`config.mk`:
```
export PLATFORM = sky130hd
export DESIGN_NAME = serial_subtractor
export DESIGN_NICKNAME = d
export VERILOG_FILES = /design/src/rtl/serial_subtractor.sv
export SDC_FILE = /design/constraint.sdc
export NUM_CORES = 1
export LEC_CHECK = 0
export ABC_AREA = 1
export CAP_MARGIN = 0
export CORE_ASPECT_RATIO = 0.6
export CORE_MARGIN = 1
export CORE_UTILIZATION = 37
export CTS_BUF_LIST = sky130_fd_sc_hd__clkbuf_4 sky130_fd_sc_hd__clkbuf_8
export DETAILED_ROUTE_END_ITERATION = 8
export GPL_TIMING_DRIVEN = 0
export PLACE_DENSITY = 0.68
export SKIP_CTS_REPAIR_TIMING = 1
export SYNTH_ARGS = -nofsm -noshare
export SYNTH_HDL_FRONTEND = slang
export SYNTH_SLANG_ARGS = --single-unit
```
`constraint.sdc`:
```
create_clock -name clk -period 2.45 [get_ports clk]
set_input_delay 0.49 -clock clk [delete_from_list [all_inputs] [get_ports clk]]
set_output_delay 0.49 -clock clk [all_outputs]
set_load 0.02 [all_outputs]
```
`src/rtl/serial_subtractor.sv`:
```
// Multi-cycle unsigned subtractor: diff = a - b - b_in, processed LSB-first
// in DIGIT-bit groups, one group per clock, with start/busy/valid handshake.
module serial_subtractor #(
    parameter int unsigned WIDTH = 9,
    parameter int unsigned DIGIT = 3
) (
    input  logic             clk,
    input  logic             reset,
    input  logic             start,
    input  logic [WIDTH-1:0] a,
    input  logic [WIDTH-1:0] b,
    input  logic             b_in,
    output logic             busy,
    output logic             valid,
    output logic [WIDTH-1:0] diff,
    output logic             b_out
);

    localparam int unsigned G    = WIDTH / DIGIT;
    localparam int unsigned CW   = (G > 1) ? $clog2(G) : 1;
    localparam int unsigned IW   = (WIDTH > 1) ? $clog2(WIDTH) : 1;
    localparam logic [CW-1:0] LAST = CW'(G - 1);

    generate
        if (WIDTH % DIGIT != 0) begin : g_bad_digit
            $error("serial_subtractor: WIDTH must be a multiple of DIGIT");
        end
    endgenerate

    typedef enum logic [1:0] {
        IDLE = 2'd0,
        RUN  = 2'd1,
        DONE = 2'd2
    } state_t;

    state_t            state_q, state_n;
    logic [CW-1:0]     cnt_q, cnt_n;
    logic [WIDTH-1:0]  a_q, a_n;
    logic [WIDTH-1:0]  b_q, b_n;
    logic              borrow_q, borrow_n;
    logic [WIDTH-1:0]  part_q, part_n;
    logic              busy_n, valid_n, b_out_n;
    logic [WIDTH-1:0]  diff_n;

    logic [IW-1:0]     base;
    logic [DIGIT-1:0]  a_grp, b_grp;
    logic [DIGIT:0]    sub;

    // Next-state and next-output logic; one DIGIT-bit group per RUN cycle.
    always_comb begin
        state_n  = state_q;
        cnt_n    = cnt_q;
        a_n      = a_q;
        b_n      = b_q;
        borrow_n = borrow_q;
        part_n   = part_q;
        busy_n   = busy;
        valid_n  = valid;
        diff_n   = diff;
        b_out_n  = b_out;

        base  = IW'(cnt_q) * IW'(DIGIT);
        a_grp = a_q[base +: DIGIT];
        b_grp = b_q[base +: DIGIT];
        sub   = {1'b0, a_grp} - {1'b0, b_grp} - (DIGIT + 1)'(borrow_q);

        case (state_q)
            IDLE, DONE: begin
                if (start) begin
                    state_n  = RUN;
                    a_n      = a;
                    b_n      = b;
                    borrow_n = b_in;
                    cnt_n    = '0;
                    part_n   = '0;
                    busy_n   = 1'b1;
                    valid_n  = 1'b0;
                end
            end
            RUN: begin
                part_n[base +: DIGIT] = sub[DIGIT-1:0];
                borrow_n = sub[DIGIT];
                cnt_n    = cnt_q + CW'(1);
                if (cnt_q == LAST) begin
                    // Publish only the completed result; partials stay internal.
                    diff_n  = part_n;
                    b_out_n = sub[DIGIT];
                    busy_n  = 1'b0;
                    valid_n = 1'b1;
                    cnt_n   = '0;
                    state_n = DONE;
                end
            end
            default: state_n = IDLE;
        endcase
    end

    // State and output registers with synchronous reset.
    always_ff @(posedge clk) begin
        if (reset) begin
            state_q  <= IDLE;
            cnt_q    <= '0;
            a_q      <= '0;
            b_q      <= '0;
            borrow_q <= 1'b0;
            part_q   <= '0;
            busy     <= 1'b0;
            valid    <= 1'b0;
            diff     <= '0;
            b_out    <= 1'b0;
        end else begin
            state_q  <= state_n;
            cnt_q    <= cnt_n;
            a_q      <= a_n;
            b_q      <= b_n;
            borrow_q <= borrow_n;
            part_q   <= part_n;
            busy     <= busy_n;
            valid    <= valid_n;
            diff     <= diff_n;
            b_out    <= b_out_n;
        end
    end

endmodule

```
==> Yosys cells after proc, flatten, opt, wreduce, memory -nomap -nowiden <==
Index checks and enable logic that the tools add are counted.
{ "totals": {"ff_bits": 44, "latch_bits": 0, "mem_bits_rw": 0, "romBits": 0, "inputBits": 22, "output_inout_bits": 12, "wordCells": 49, "mem_count": 0} }
{ "op_classes": {"n_addsub": 4, "multipliers": 1, "div": 0, "magnitude_cmp": 0, "eq_ne": 5, "n_shift": 4, "muxes": 17, "n_bitwise": 0, "n_reduce_logical": 8} }
{ "ops": {"columns": ["cell", "n"], "rows": [
  ["$pmux W9 S2", 1],
  ["$shiftx A9 B5 Y3", 2],
  ["$bwmux W9", 1],
  ["$mux W9", 1],
  ["$shift A3 B6 Y9 const A", 1],
  ["$shiftx A3 B6 Y9", 1],
  ["$mux W2", 4],
  ["$pmux W2 S2", 2],
  ["$reduce_and A2 Y1", 4],
  ["$neg A4 Y6", 1],
  ["$pmux W1 S2", 3],
  ["$mux W1", 5],
  ["$eq A2 B2 Y1 const B", 2],
  ["$mul A2 B2 Y4 const B", 1],
  ["$ne A2 B2 Y1 const B", 2],
  ["$sub A3 B3 Y4", 1],
  ["$sub A4 B1 Y4", 1],
  ["$reduce_and A3 Y1", 1],
  ["$add A2 B1 Y2 const B", 1],
  ["$eq A2 B1 Y1 const B", 1],
  ["$logic_not A2 Y1", 1],
  ["$reduce_bool A2 Y1", 1],
  ["$reduce_or A2 Y1", 1]
]} }

==> Longest topological paths before layout <==
Gate-level depths: netlist of run 1.
{ "depth": {"depth_word": 7, "ltp_mapped": 14, "depth_no_buf": 13} }

==> Worst setup path before layout of run 1 <==
Ideal clock, no wire load.
{ "synth_timing": {"path_kind": "flip-flop to flip-flop", "startpoint": "reg cnt_q[0]", "endpoint": "reg part_q[4]", "setup_time_ps": 70, "arrival_time_ps": 2326, "t_required_ps": 2380, "setup_slack_ps": 53, "stages_incl_launch_ff": 12, "path_buffers": 1, "synth_period_minus_slack_ps": 2397, "path_cell_list": "dfxtp_1 -> inv_2 -> buf_6 -> o22ai_1 -> nor2_1 -> fa_1 -> inv_1 -> fa_1 -> or2_2 -> o22ai_1 -> nand2_1 -> a21oi_1"} }
{ "synth_via": {"elab_chain_len": 7, "elab_cells_between_ends": 10, "classes_between": "add/sub (3); mul (1); shift (4); mux (2)"} }
{ "synth_lines": {"columns": ["item", "line_no", "source"], "rows": [
  ["from (decl)", "37", "logic [CW-1:0] cnt_q, cnt_n;"],
  ["from (signal assigned)", "113", "cnt_q <= cnt_n;"],
  ["$mul A2 B2 Y4 *", "62", "base = IW'(cnt_q) * IW'(DIGIT);"],
  ["$shiftx A9 B5 Y3, on equally long branches", "63, 64", null],
  ["$sub A3 B3 Y4", "65", "sub = {1'b0, a_grp} - {1'b0, b_grp} - (DIGIT + 1)'(borrow_q);"],
  ["$sub A4 B1 Y4", "65", null],
  ["$shiftx A3 B6 Y9", "81", "part_n[base +: DIGIT] = sub[DIGIT-1:0];"],
  ["$bwmux W9 *", "81", null],
  ["$pmux W9 S2 *", "67", "case (state_q)"],
  ["to (signal assigned)", "117", "part_q <= part_n;"],
  ["to (decl)", "41", "logic [WIDTH-1:0] part_q, part_n;"]
]} }
Every way passes the cells marked *; elsewhere a longest branch is shown, timed or not.
A chain may end at the register's enable or synchronous reset.

==> Worst setup path after layout of run 1 <==
{ "layout_timing": {"startpoint": "reg cnt_q[0]", "endpoint": "reg part_q[7]"} }
Same word-level chain as after synthesis.

==> results of run 1 <==
## stage by stage
stage / total power [mW] / util [%]
6_report: 1.65 / 50.6
4_1_cts: 1.62 / 49.2
3_5_place_dp: 1.13 / 47.4
3_3_place_gp: 1.13 / 47.4
5_1_grt: 1.74 / 50.6
2_1_floorplan: 1.02 / -
## worst min-delay path: cells and delay by family (launching register included)
| family | cells | cell delay, ns |
|---|---|---|
| DFF | 1 | 0.30 |
| AOI/OAI and AO/OA | 1 | 0.06 |
| buffers and inverters | 1 | 0.06 |
## layout by cell type (no fill, tap or decap), types with 2 or more instances in the layout
master           netlist  final
o21ai_1                8      8
o22ai_2                2      4
clkdlybuf4s50_1        0     32
nand3_2                2      2
ha_1                   7      7
nand2_1               37     37
buf_6                  3      3
nand2_2                2      2
o22ai_1                8      5
o21ai_0               23     23
inv_1                 34     33
nor2_1                39     38
buf_4                  0      2
nand3_1                5      5
nor2_2                 1      2
clkbuf_8               0      7
a21oi_1               20     19
o21bai_1               5      5
clkbuf_1               3      3
o21a_1                 6      6
dfxtp_4                0      2
dfxtp_1               44     42
buf_2                  6      6
inv_2                  5      6
## sequential cells by signal, summed over array words and instances (netlist names)
name      count
a_q           9
b_q           9
diff          9
part_q        9
cnt_q         2
state_q       2
b_out         1
borrow_q      1
busy          1
valid         1
## cell families after synthesis
| group | share of synthesized area [%] |
|---|---|
| AND/OR/NAND/NOR | 18.7 |
| AO/OA/AOI/OAI | 21.3 |
| buffers and inverters | 10.9 |
| flip-flops | 42.4 |
| adder cells (fa/ha/maj) | 6.15 |
| XOR/XNOR | 0.422 |
## path summary, 6_finish.rpt
kind / startpoint / endpoint / slack, ns / cells after the start
hold / removal: b_q[6]$_SDFFE_PP0P_ / b_q[6]$_SDFFE_PP0P_ / 0.47 / 2
setup reg to reg: cnt_q[0]$_SDFFE_PP0P_ / part_q[7]$_SDFFE_PP0P_ / 0.14 / 11
setup / recovery: cnt_q[0]$_SDFFE_PP0P_ / part_q[7]$_SDFFE_PP0P_ / 0.14 / 11
hold reg to reg: b_q[6]$_SDFFE_PP0P_ / b_q[6]$_SDFFE_PP0P_ / 0.47 / 2
## per-layer routing
layer,GRT usage [%],part of all wire (%),vias to the layer above
met5,0,0,-
met4,6.40,1.2,0
met3,4.80,6.6,6
met2,24.3,33,47
met1,28.2,59,803
li1,-,-,953
## final cells by class
| class | instances | share of cell area [%] |
|---|---|---|
| Timing Repair Buffer | 34 | 12.7 |
| Inverter | 39 | 5.53 |
| Clock buffer | 7 | 3.64 |
| Multi-Input combinational cell | 175 | 38.5 |
| Buffer | 13 | 3.02 |
| Sequential cell | 44 | 33.5 |
| Tap cell | 66 | 3.12 |
## where the power goes
part           total, mW  internal (mW)  leakage, nW  switching (mW)
logic              0.378          0.168        0.695           0.211
registers          0.778          0.753        0.361          0.0255
clock network      0.492          0.251       0.0503           0.241
==> run summary, run 1 <==
Die Ht -> 60.0 µm
Register area share after synthesis -> 42.4%
Slew headroom -> 67.7%
First-pass GRT wire length -> 8160 µm
Total CTS buffers -> 5
Status -> finished, final reports clean
Gr usage total -> 18.5%
Routability-driven placement congestion ratio -> 0.863
Routed vias -> 1809
Commonest cells post-synth -> dfxtp_1, nor2_1, nand2_1
EDFF count, synth -> 0
VDD IR max -> 0.260 mV
DRC viols -> 0
Largest net degree at the start of global routing -> 14
FF/Latch Area -> 888 µm²
Final antenna-violating net count -> 0
Slowest stage delay, CP -> 0.42 ns
1st-pass router iterations -> 4
RSZ-0062 raised after global routing -> no
Multi-input logic area -> 1020 µm²
Peak fanout along the critical path -> 13
Final Skew -> 0.00745 ns
Ant diodes -> 0
Final setup vio count -> 0
Hold Path Class -> flop to flop
H-tree levels -> 2
Max Clock Freq -> 434 MHz
TNS Setup -> 0 ns
CTS tree -> yes
Asr flop ratio synth -> 0%
Final Slew Violations -> 0
Synthesis-stage register bit count -> 44
Filler instances -> 515
Synthesized area per cell -> 7.66 µm²
Max Cap Viol -> 0
Clk slew on worst S/H paths -> 0.08 ns
Hold Vio Cnt, Final -> 0
Cell variety after synth -> 29
Slew @ Worst Pin -> 0.484 ns
Delay-heaviest family, CP -> adder cells
Hold_ws -> 0.467 ns
Design Area, Final -> 2650 µm²
Synth area leaders -> dfxtp_1, nor2_1, nand2_1
Syn nets -> 302
Die ar. -> 5920 µm²
Share of cells above drive strength 1 -> 14.7%
Final #Nets -> 343
Synth Instances -> 271
Place WS -> -0.239 ns
Layout Cells excl Fill -> 378
Detailed Route Iter0 Violations -> 88
Clk buf depth -> 2
Vias in the first global route -> 1663
Worst setup SP type -> flop
Via density -> 4.79
Yosys warns -> 0
Leak -> 1.11 nW
Initial Util -> 39.7%
Top-count cell post-synth -> dfxtp_1
Placed instance count -> 369
CP max stage cell -> fa_1
Number of core rows -> 20
Setup crit end kind -> flop
Top-Level Pins -> 34
Area grow syn2layout -> 27.6%
Root Driver -> clkbuf_8
Buffers on Ports -> 32
DP Area -> 2480 µm²
Initial antenna violation count -> 0
Worst path required time -> 2.69 ns
DR WL/cell -> 12.8 µm
Synth top area share -> 42.4%
Tcrit/Tclk final -> 94.1%
Post-synthesis cell area -> 2080 µm²
Core Footprint -> 5230 µm²
Kind of critical path -> flop to flop
Die width -> 98.7 µm
Dpl hpwl -> 3610 µm
CP bufs+invs -> 3
Final WS setup -> 0.143 ns
Power Density -> 623 nW/µm²
Total Routed Length -> 4840 µm
Crit path DAT -> 2.54 ns
Grt total ovfl -> 0
Final Critical Period -> 2.31 ns
Yosys top cell by area -> dfxtp_1
CTS Sinks -> 44
Most used DFF post-synth -> dfxtp_1
Clk Latency, worst-skew pair -> 0.30 ns
Crit-path cells -> inv_2, buf_6, o22ai_2, nor2_2, fa_2, inv_1, fa_1, or2_4, o22ai_4, nand2_1, a21oi_1
No activity file was read; power rests on OpenSTA's default activity.
==> run 2, diff against run 1 <==
Settings changed: CORE_ASPECT_RATIO 0.6 to 0.5.
==> run 2 against run 1 <==
  * Core utilization grew 0.86 points
  * Design area grew 0.28%
  * Global-route usage shrank 1.2 points
  * Final cell count grew 1.1%
  * Register-to-register slack lost 0.05 ns
  * Die area grew 0.14%
  * Fmax shrank 1.9%
  * Clock-buffer cell count is the same
  * Setup slack lost 0.045 ns
  * Flip-flop and latch count is the same
  * Critical path depth shrank 1
  * Critical path type unchanged
  * Largest power group unchanged
==> run summary, run 2 (synthesized netlist as in run 1, its figures left out) <==
Max Cap Viol -> 0 (unchanged)
Final Slew Violations -> 0 (unchanged)
Grt total ovfl -> 0 (unchanged)
Clk buf depth -> 2 (unchanged)
Root Driver -> clkbuf_8
Number of core rows -> 18 (-10%)
Final antenna-violating net count -> 0 (unchanged)
Final #Nets -> 343 (unchanged)
Worst path required time -> 2.68 ns (about the same)
Final Skew -> 0.00635 ns (-0.00110 ns)
Placed instance count -> 373 (+1.1%)
Detailed Route Iter0 Violations -> 64 (-27%)
Die width -> 108 µm (+9.4%)
Peak fanout along the critical path -> 13 (unchanged)
Power Total -> 1.65 mW (about the same)
Power Density -> 621 nW/µm² (-0.29%)
Share of cells above drive strength 1 -> 15.1% (+0.32 points)
Top-Level Pins -> 34 (unchanged)
Hold Vio Cnt, Final -> 0 (unchanged)
Routed vias -> 1848 (+2.2%)
Routability-driven placement congestion ratio -> 0.833 (-3.4%)
Initial antenna violation count -> 0 (unchanged)
Buffers on Ports -> 32 (unchanged)
Vias in the first global route -> 1699 (+2.2%)
Total CTS buffers -> 5 (unchanged)
1st-pass router iterations -> 4 (unchanged)
Area grow syn2layout -> 28.0%
Status -> finished, final reports clean
Final setup vio count -> 0 (unchanged)
Die ar. -> 5930 µm² (+0.14%)
Setup crit end kind -> flop
Leak -> 1.11 nW (+0.46%)
Most common cell after layout, fill and taps aside -> dfxtp_1
Worst setup SP type -> flop
VDD IR max -> 0.248 mV (-4.5%)
Layout Cells excl Fill -> 382 (+1.1%)
Clk Latency, worst-skew pair -> 0.30 ns (about the same)
Crit path DAT -> 2.59 ns (+0.05 ns)
Final Critical Period -> 2.35 ns (+0.0450 ns)
Via density -> 4.84 (+1.1%)
Largest net degree at the start of global routing -> 14 (unchanged)
Kind of critical path -> flop to flop
RSZ-0062 raised after global routing -> yes
Max Clock Freq -> 425 MHz (-1.9%)
Slew headroom -> 70.6% (+2.9 points)
Total Routed Length -> 4750 µm (-1.9%)
Initial Util -> 40.2% (+0.56 points)
Hold Path Class -> input port to flop
CTS tree -> yes
First-pass GRT wire length -> 7620 µm (-6.6%)
Most frequent cells in the layout -> dfxtp_1, nor2_1, nand2_1
Die Ht -> 55.0 µm (-8.4%)
CTS Sinks -> 44 (unchanged)
Core Footprint -> 5160 µm² (-1.4%)
Setup slack, reg-to-reg -> 0.1 ns (-0.05 ns)
DRC viols -> 0 (unchanged)
Tcrit/Tclk final -> 96.0% (+1.8 points)
DR WL/cell -> 12.4 µm (-3.0%)
Slew @ Worst Pin -> 0.440 ns (-0.0441 ns)
Ant diodes -> 0 (unchanged)
Gr usage total -> 17.2% (-1.2 points)
Dpl hpwl -> 3520 µm (-2.5%)
H-tree levels -> 2 (unchanged)
Clk slew on worst S/H paths -> 0.08 ns (about the same)
-- run 2: cell count changes in the layout (fill, tap and decap cells not counted) --
cell and delta:
buf_6 -1, buf_8 +1, o22ai_1 -1, o22ai_2 +2, o22ai_4 -1
-- run 2: stage by stage --
step,hold slack (ns),util [%],cell area (µm²),TNS [ns],setup slack (ns)
after CTS,0.435,50.0,2580,-1.42,-0.271
after global placement,0.435,48.2,2480,-0.908,-0.232
after floorplan,0.424,-,2080,0,0.0534
after global routing,0.460,51.5,2660,-0.0322,-0.0274
final,0.449,51.5,2660,0,0.0983
after detailed placement,0.445,48.2,2480,-1.19,-0.248
-- run 2: worst max-delay path: stages (launching register included) --
cell      delay (ns)
dfxtp_4         0.37
inv_2           0.10
buf_8           0.17
o221ai_2        0.13
fa_2            0.40
inv_1           0.07
fa_1            0.45
or2_4           0.28
o22ai_2         0.12
nand2_1         0.07
a21oi_1         0.11
-- run 2: cell type report --
| class | count | area [µm²] |
|---|---|---|
| timing repair buffer | 34 | 335 |
| tap | 70 | 87.6 |
| fill | 497 | 2500 |
| inverter | 39 | 146 |
| buffer | 13 | 83.8 |
| multi-input combinational | 175 | 1020 |
| clock buffer | 7 | 96.3 |
| sequential | 44 | 888 |
-- run 2: layer usage --
layer  vias up  track usage (%)  share of wire [%]
li1        949                -                  -
met1       868             21.3                 51
met2        23             30.1                 45
met3         8             3.51                2.6
met4         0             7.76                1.6
met5         -                0                  0
-- run 2: path summary, 6_finish.rpt --
check | startpoint | endpoint | depth (start not counted)
max reg2reg | cnt_q[0]$_SDFFE_PP0P_ | part_q[7]$_SDFFE_PP0P_ | 10
min reg2reg | b_q[6]$_SDFFE_PP0P_ | b_q[6]$_SDFFE_PP0P_ | 2
max | cnt_q[0]$_SDFFE_PP0P_ | part_q[7]$_SDFFE_PP0P_ | 10
min | reset | part_q[1]$_SDFFE_PP0P_ | 2
-- run 2: power by group --
| part | internal, mW | switching [mW] | total (mW) | leakage (nW) |
|---|---|---|---|---|
| logic | 0.164 | 0.214 | 0.378 | 0.700 |
| registers | 0.753 | 0.0231 | 0.776 | 0.361 |
| clock network | 0.251 | 0.243 | 0.495 | 0.0503 |
==> run 3, diff against run 2 <==
Settings changed: CAP_MARGIN 0 to 30.
==> results of run 3 <==
No change in the layout: final DEF, timing and power equal those of run 2.
